--- src/rtl/pipe_ctrl_nway.sv ---
// Stall/flush/redirect controller for the N-lane in-order pipeline.
// Resolves per-stage hold/clear masks, oldest-lane redirect, fence/WFI sequencing and D-side occupancy.

module pipe_ctrl_lane (
  input  logic older_br_i,
  input  logic flag_i,
  output logic kill_o,
  output logic older_br_o
);
  // A lane dies if any older lane redirects; the chain carries "an older lane branched".
  assign kill_o     = older_br_i;
  assign older_br_o = older_br_i | flag_i;
endmodule

module pipe_ctrl_nway #(
  parameter int LANES      = 2,
  parameter int ADDR_WIDTH = 32,
  parameter int CNT_W      = 4
) (
  input  logic                        clk,
  input  logic                        rst_n,
  input  logic                        icache_stall_req,
  input  logic                        dcache_stall_req,
  input  logic                        hazard_stall_req,
  input  logic                        ex_stall_req,
  input  logic [LANES-1:0]            dec_fence,
  input  logic [LANES-1:0]            dec_wfi,
  input  logic [LANES-1:0]            ex_ldst,
  input  logic [LANES-1:0]            mem_ldst,
  input  logic [LANES-1:0]            ex_branch_flag,
  input  logic [LANES*ADDR_WIDTH-1:0] ex_branch_pc,
  input  logic                        csr_excp_flag,
  input  logic [ADDR_WIDTH-1:0]       csr_excp_pc,
  input  logic                        csr_wfi_wakeup,
  input  logic                        mem_req,
  input  logic                        mem_ack,
  output logic [4:0]                  stall,
  output logic [3:0]                  flush,
  output logic [LANES-1:0]            lane_kill_ex,
  output logic                        redirect_valid,
  output logic [ADDR_WIDTH-1:0]       redirect_pc,
  output logic [CNT_W-1:0]            outstanding,
  output logic [1:0]                  ctrl_state
);

  typedef enum logic [1:0] {RUN = 2'd0, FENCE_DRAIN = 2'd1, WFI_SLEEP = 2'd2, WAKE = 2'd3} state_e;

  state_e                 state_q, state_d;
  logic [CNT_W-1:0]       outstanding_q, outstanding_d;
  logic                   pend_valid_q, pend_valid_d;
  logic [ADDR_WIDTH-1:0]  pend_pc_q, pend_pc_d;

  logic [LANES:0]         older_br;
  logic [LANES-1:0]       kill_chain;
  logic                   br_any, busy;
  logic [ADDR_WIDTH-1:0]  br_tgt;

  assign older_br[0] = 1'b0;
  assign br_any      = older_br[LANES];

  for (genvar g = 0; g < LANES; g++) begin : g_lane
    pipe_ctrl_lane u_lane (
      .older_br_i (older_br[g]),
      .flag_i     (ex_branch_flag[g]),
      .kill_o     (kill_chain[g]),
      .older_br_o (older_br[g+1])
    );
  end

  // Scan from youngest down so the oldest flagged lane's target is the one left standing.
  always_comb begin
    br_tgt = '0;
    for (int i = LANES-1; i >= 0; i--)
      if (ex_branch_flag[i]) br_tgt = ex_branch_pc[i*ADDR_WIDTH +: ADDR_WIDTH];
  end

  assign busy = (outstanding_q != '0) || (|ex_ldst) || (|mem_ldst);

  always_comb begin
    outstanding_d = outstanding_q;
    if (mem_req && !mem_ack && outstanding_q != '1)
      outstanding_d = outstanding_q + CNT_W'(1);
    else if (mem_ack && !mem_req && outstanding_q != '0)
      outstanding_d = outstanding_q - CNT_W'(1);
  end

  always_comb begin
    stall          = '0;
    flush          = '0;
    lane_kill_ex   = '0;
    redirect_valid = 1'b0;
    redirect_pc    = '0;
    state_d        = state_q;
    pend_valid_d   = pend_valid_q;
    pend_pc_d      = pend_pc_q;

    if (csr_excp_flag) begin
      flush          = 4'hF;
      lane_kill_ex   = '1;
      redirect_valid = 1'b1;
      redirect_pc    = csr_excp_pc;
      state_d        = RUN;
      pend_valid_d   = 1'b0;
    end else begin
      if (pend_valid_q) begin
        if (!icache_stall_req) begin
          redirect_valid = 1'b1;
          redirect_pc    = pend_pc_q;
          pend_valid_d   = 1'b0;
        end
      end else if (state_q == RUN && br_any) begin
        flush        = 4'b0011;
        lane_kill_ex = kill_chain;
        if (!icache_stall_req) begin
          redirect_valid = 1'b1;
          redirect_pc    = br_tgt;
        end else begin
          pend_valid_d = 1'b1;
          pend_pc_d    = br_tgt;
        end
      end

      case (state_q)
        RUN: begin
          if (|dec_wfi) begin
            stall   = 5'h1F;
            state_d = WFI_SLEEP;
          end else if (hazard_stall_req) begin
            stall    = 5'b00011;
            flush[1] = 1'b1;
          end else if (dcache_stall_req || ex_stall_req) begin
            stall    = 5'b00111;
            flush[2] = 1'b1;
          end else if ((|dec_fence) && busy) begin
            stall    = 5'b00011;
            flush[1] = 1'b1;
            state_d  = FENCE_DRAIN;
          end else if (icache_stall_req) begin
            stall    = 5'b00001;
            flush[0] = 1'b1;
          end
        end
        FENCE_DRAIN: begin
          if (busy) begin
            stall    = 5'b00011;
            flush[1] = 1'b1;
          end else begin
            state_d = RUN;
          end
        end
        WFI_SLEEP: begin
          stall = 5'h1F;
          if (csr_wfi_wakeup) state_d = WAKE;
        end
        WAKE: begin
          stall    = 5'b00001;
          flush[0] = 1'b1;
          state_d  = RUN;
        end
        default: state_d = RUN;
      endcase
    end

    // Reset wins over everything: hold every pipeline register cleared.
    if (!rst_n) begin
      stall          = '0;
      flush          = 4'hF;
      lane_kill_ex   = '0;
      redirect_valid = 1'b0;
      redirect_pc    = '0;
    end
  end

  always_ff @(posedge clk) begin
    if (!rst_n) begin
      state_q       <= RUN;
      outstanding_q <= '0;
      pend_valid_q  <= 1'b0;
      pend_pc_q     <= '0;
    end else begin
      state_q       <= state_d;
      outstanding_q <= outstanding_d;
      pend_valid_q  <= pend_valid_d;
      pend_pc_q     <= pend_pc_d;
    end
  end

  assign outstanding = outstanding_q;
  assign ctrl_state  = state_q;

endmodule
--- config.mk ---
export PLATFORM = sky130hd
export DESIGN_NAME = pipe_ctrl_nway
export DESIGN_NICKNAME = d
export VERILOG_FILES = /design/src/rtl/pipe_ctrl_nway.sv
export SDC_FILE = /design/constraint.sdc
export NUM_CORES = 1
export LEC_CHECK = 0
export ABC_AREA = 1
export ABC_CLOCK_PERIOD_IN_PS = 2100
export CAP_MARGIN = 5
export CORE_MARGIN = 5
export CORE_UTILIZATION = 39
export CTS_CLUSTER_SIZE = 24
export DETAILED_ROUTE_END_ITERATION = 6
export PLACE_DENSITY = 0.82
export REMOVE_ABC_BUFFERS = 1
export SLEW_MARGIN = 10
export SYNTH_ARGS = -nofsm -noshare
export SYNTH_HDL_FRONTEND = slang
export SYNTH_SLANG_ARGS = --single-unit
--- constraint.sdc ---
create_clock -name clk -period 2.1 [get_ports clk]
set_input_delay 0.42 -clock clk [delete_from_list [all_inputs] [get_ports clk]]
set_output_delay 0.42 -clock clk [all_outputs]
set_load 0.02 [all_outputs]
# After elaboration in Yosys (flattened, before gate mapping)
# Cells that the tools add are included.
# totals
latch_bits,0
input_bits,116
ram_bits,0
output_inout_bits,50
n_memories,0
rom_bits,0
elab_cells,95
register_bits,39
# op_classes
div,0
n_addsub,2
bitwise_logic,4
reduce_logical,21
magnitude_cmp,0
eq_ne,9
shift,0
n_mux,55
n_mul,0
# op_table
cell,n
$mux 32,8
$mux 2,15
$pmux 5 s4,1
$mux 1,18
$mux 4,4
$mux 5,3
$reduce_or 2->1,5
$mux 3,3
$pmux 2 s4,1
$logic_and 1x1->1,6
$reduce_and 5->1,1
$add 4x1->4 const B,1
$eq 2x2->1 const B,2
$ne 2x2->1 const B,2
$ne 4x4->1 const B,1
$pmux 1 s2,2
$reduce_and 4->1,1
$reduce_bool 4->1,1
$sub 4x1->4 const B,1
$logic_or 1x1->1,3
$ne 3x1->1 const B,1
$ne 3x2->1 const B,1
$ne 3x3->1 const B,1
$not 1->1,3
other kinds (5),6

# Logic depth before layout (Yosys ltp)
# logic_depth
depth_word,12
ltp_mapped,11

# By module
# A second synthesis with hierarchy kept.
# hier_totals
hier_cells,498
area_unflattened_um2,3047.9
# modules_own_cells
mod,seq_area_each_um2,area_per_inst_um2,n_inst,cells_each
pipe_ctrl_nway,780.7,3010.4,1,490
pipe_ctrl_lane,0.0,18.8,2,4

# Least setup slack after synthesis
# No wires, ideal clock.
# synth_path
path_type,register -> output
startpoint,"reg state_q[0], in the netlist ctrl_state[0]"
endpoint,out redirect_pc[22]
arrival_ns,1.760
stages_incl_launch_ff,8
slack_ns,-0.080
path_cell_list,dfxtp_1 inv_1 ha_1 o211ai_4 nor2_2 buf_4 a22oi_1 o21ai_0
# synth_between
elab_chain_len,6
# synth_rtl
element,line,rtl
from (decl),48,"state_e state_q, state_d;"
from (signal assigned),181,state_q <= state_d;
$logic_not 2->1,111,end else if (state_q == RUN && br_any) begin
$logic_and 1x1->1,111,
$mux 32,111,
$mux 32,105,if (pend_valid_q) begin
$mux 32,97,if (csr_excp_flag) begin
$mux 32,165,if (!rst_n) begin
to (decl),41,"output logic [ADDR_WIDTH-1:0] redirect_pc,"
# Every way passes these cells.

# Worst setup path after layout
# layout_path
startpoint,"reg state_q[0], in the netlist ctrl_state[0]"
endpoint,out redirect_pc[31]
# The elaborated chain is that of the path after synthesis.

==> flow_summary.yaml <==
outcome:
  status: "complete, but fails checks"
  violations: "negative setup slack"
worst_setup_path:
  crit_slowest_cell: "dfxtp_2"
  critPathLaunchType: "flop"
  worstRegToRegCells: 12
  end_kind: "output pin"
  r2r-end: "outstanding[3]$_SDFFE_PN0P_"
  path_class: "flop to output pin"
  startpoint: "ctrl_state[0]$_SDFFE_PP0P_"
  critPathRequiredTime_ns: 1.68
  r2r_setup_slack_ns: 0.30
  setup.worst_path.end: "redirect_pc[31]"
  worstPathMaxFanout: 8
  worstPathArrival_ns: 1.73
  slowest_delay_ns: 0.33
  r2r-start: "outstanding[1]$_SDFFE_PN0P_"
  path_cells: "inv_2 > ha_4 > o211ai_4 > nor2_4 > buf_12 > clkbuf_16 > a22oi_2 > o21ai_1 > buf_4"
detailed_routing:
  ant_nets: 0
  vias_per_cell: 5.304
  dr.pass1.iters: 5
  drt_wl_total_um: 13020
  drc: 0
  drt_iter0_markers: 176
  via_count: 4254
  wire_per_inst_um: 16.23
clock_tree:
  cts_buffers: 5
  clock_sinks: 39
  cts_tree: "yes"
  clkLatencyLatePin_ns: 0.28
  root_buffer: "clkbuf_8"
  ctsLongestPathBuffers: 2
  path_clk_slew_ns: 0.08
  htreeDepth: 2
logic_synthesis:
  synth_area_um2: 2923
  syn-instance-count: 483
  synth-seq-area-share: 0.2671
  ys_async_sr_fraction: 0
  synthFlopType: "dfxtp_1"
  synth_top_area_frac: 0.2671
  syn_area_per_cell_um2: 6.051
  synth_warnings: 0
  yosys_register_bits: 39
  synth-edff-count: 0
  synth_cell_types: 29
  yosys.area.top_type: "dfxtp_1"
  ys_top_cells_by_area: "dfxtp_1, nand2_1, nor2_1, o21ai_0, a22oi_1"
hold_path:
  hp-class: "flop to flop"
  hold_depth: 2
die:
  ios: 166
  die_width_um: 96.57
  rows: 31
  initial_core_util: 0.4008
  die_h_um: 96.57
  design.die.area_um2: 9326
  core_area_um2: 7292
grt:
  grt_pass1_vias: 4051
  gr-total-overflow: 0
  grt_pass1_wl_um: 18800
  grt_use_total: 0.2555
  grt_max_degree: 33
  antenna_found_initial: 1
power_and_ir_drop:
  irDropWorstVdd_mv: 0.3494
  p_per_area_nw_per_um2: 495.8
  power_w: 0.002741
  p_leak_nw: 2.539
layout:
  fin_util: 0.7582
  drive_gt1_frac: 0.2934
  final_net_count: 825
  final_common_cell: "nand2_1"
  final_cell_area_um2: 5529
  area_growth_pct: 89.17
  layout_common_cells: "nand2_1, clkdlybuf4s50_1, buf_4"
sta:
  hold_viol: 0
  drv_slew: 0
  rsz0062_at_grt: "true"
  worstMarginPinSlew_ns: 0.5813
  holdWs_ns: 0.5265
  period_minus_slack_ns: 2.155
  maxSlewHeadroom: 0.6119
  post-route-period-util: 1.026
  setup_viol: 34
  clock_skew_ns: 0.006103
  setup_ws_ns: -0.05485
  fmax_mhz: 464.1
place:
  dp_slack_ns: -0.7110
  dp_hpwl_um: 9172
  place.gp.congestion: 0.8552
  io_buffers: 165
  placed_cell_area_um2: 5090
job:
  cap_viol_max_count: 0
[cell usage after synthesis (2+ instances only)]
| cell type | instances |
|---|---|
| buf_2 | 16 |
| dfxtp_1 | 39 |
| o21ai_0 | 55 |
| buf_4 | 5 |
| a21oi_1 | 6 |
| inv_1 | 28 |
| nor2_1 | 86 |
| nand2_1 | 123 |
| clkbuf_1 | 7 |
| nor3_1 | 2 |
| buf_6 | 3 |
| o21ai_1 | 19 |
| inv_2 | 2 |
| a22oi_1 | 32 |
| buf_1 | 3 |
| nand4_1 | 3 |
| ha_1 | 7 |
| nand3_1 | 36 |
[flip-flops by register name, indices dropped and copies added, names as in the netlist]
signal        flops
outstanding       4
ctrl_state        2
pend_valid_q      1
pend_pc_q        32
[cell families (layout without fill, tap and decap cells)]
group                    count (synthesis)  after routing  synth area share
AND/OR/NAND/NOR                        255            255            0.3557
flip-flops                              39             39            0.2671
AO/OA/AOI/OAI                          116            116            0.2342
XOR/XNOR                                 1              1          0.002997
other                                    0              1                 0
buffers and inverters                   64            283            0.1032
adder cells (fa/ha/maj)                  8              8           0.03681
[stage by stage]
stage / std cells / setup TNS [ns]
floorplan: 449 / -16.73
CTS: 798 / -2.244
global route: 802 / -3.904
finish: 802 / -0.9329
detailed placement: 785 / -28.73
global placement: 785 / -26.89
[worst min-delay path by stage]
| stage | startpoint | to | slack [ns] |
|---|---|---|---|
| after floorplan | pend_pc_q[13]$_SDFFE_PN0P_ | pend_pc_q[13]$_SDFFE_PN0P_ | 0.47 |
| after global placement | pend_pc_q[17]$_SDFFE_PN0P_ | pend_pc_q[17]$_SDFFE_PN0P_ | 0.48 |
| after detailed placement | pend_pc_q[31]$_SDFFE_PN0P_ | pend_pc_q[31]$_SDFFE_PN0P_ | 0.49 |
| after CTS | pend_pc_q[31]$_SDFFE_PN0P_ | pend_pc_q[31]$_SDFFE_PN0P_ | 0.51 |
| after global routing | pend_pc_q[20]$_SDFFE_PN0P_ | pend_pc_q[20]$_SDFFE_PN0P_ | 0.55 |
| final | pend_pc_q[31]$_SDFFE_PN0P_ | pend_pc_q[31]$_SDFFE_PN0P_ | 0.53 |
[power by group]
part           internal [W]  switching [W]  total (W)
sequential         0.000805      0.0000422   0.000848
combinational      0.000631       0.000616    0.00125
clock              0.000385       0.000262   0.000647
total               0.00182       0.000920    0.00274
[area by class of cell]
class / instances / area (µm²)
flip-flops and latches: 39 / 788.3
diodes: 1 / 2.502
clock buffers: 6 / 82.58
multi-input cells: 380 / 2128
well taps: 99 / 123.9
fillers: 565 / 1763
clock inverters: 2 / 35.03
inverters: 30 / 115.1
repair buffers: 245 / 2253
[what timing repair did]
action / in CTS / in global routing
resized for setup: 271 / 99
buffers inserted: 3 / 5
hold buffers: 0 / 0
gates cloned: 2 / 2
setup endpoints to repair: 44 / 43
pin swaps: 9 / 42
[critical path: cells and delay by family, from the launching register on]
| family | cells | cell delay, ns |
|---|---|---|
| DFF | 1 | 0.33 |
| and+or+nand+nor | 1 | 0.11 |
| adders and majority gates | 1 | 0.18 |
| buffers and inverters | 4 | 0.54 |
| AOI/OAI and AO/OA | 3 | 0.29 |
[layer usage]
layer / track usage / wire (µm)
met3: 0.07591 / 1341
met2: 0.4477 / 6357
met4: 0.06893 / 301
met5: 0 / 0
met1: 0.3029 / 5019
Power figures use the tool's default switching activity.
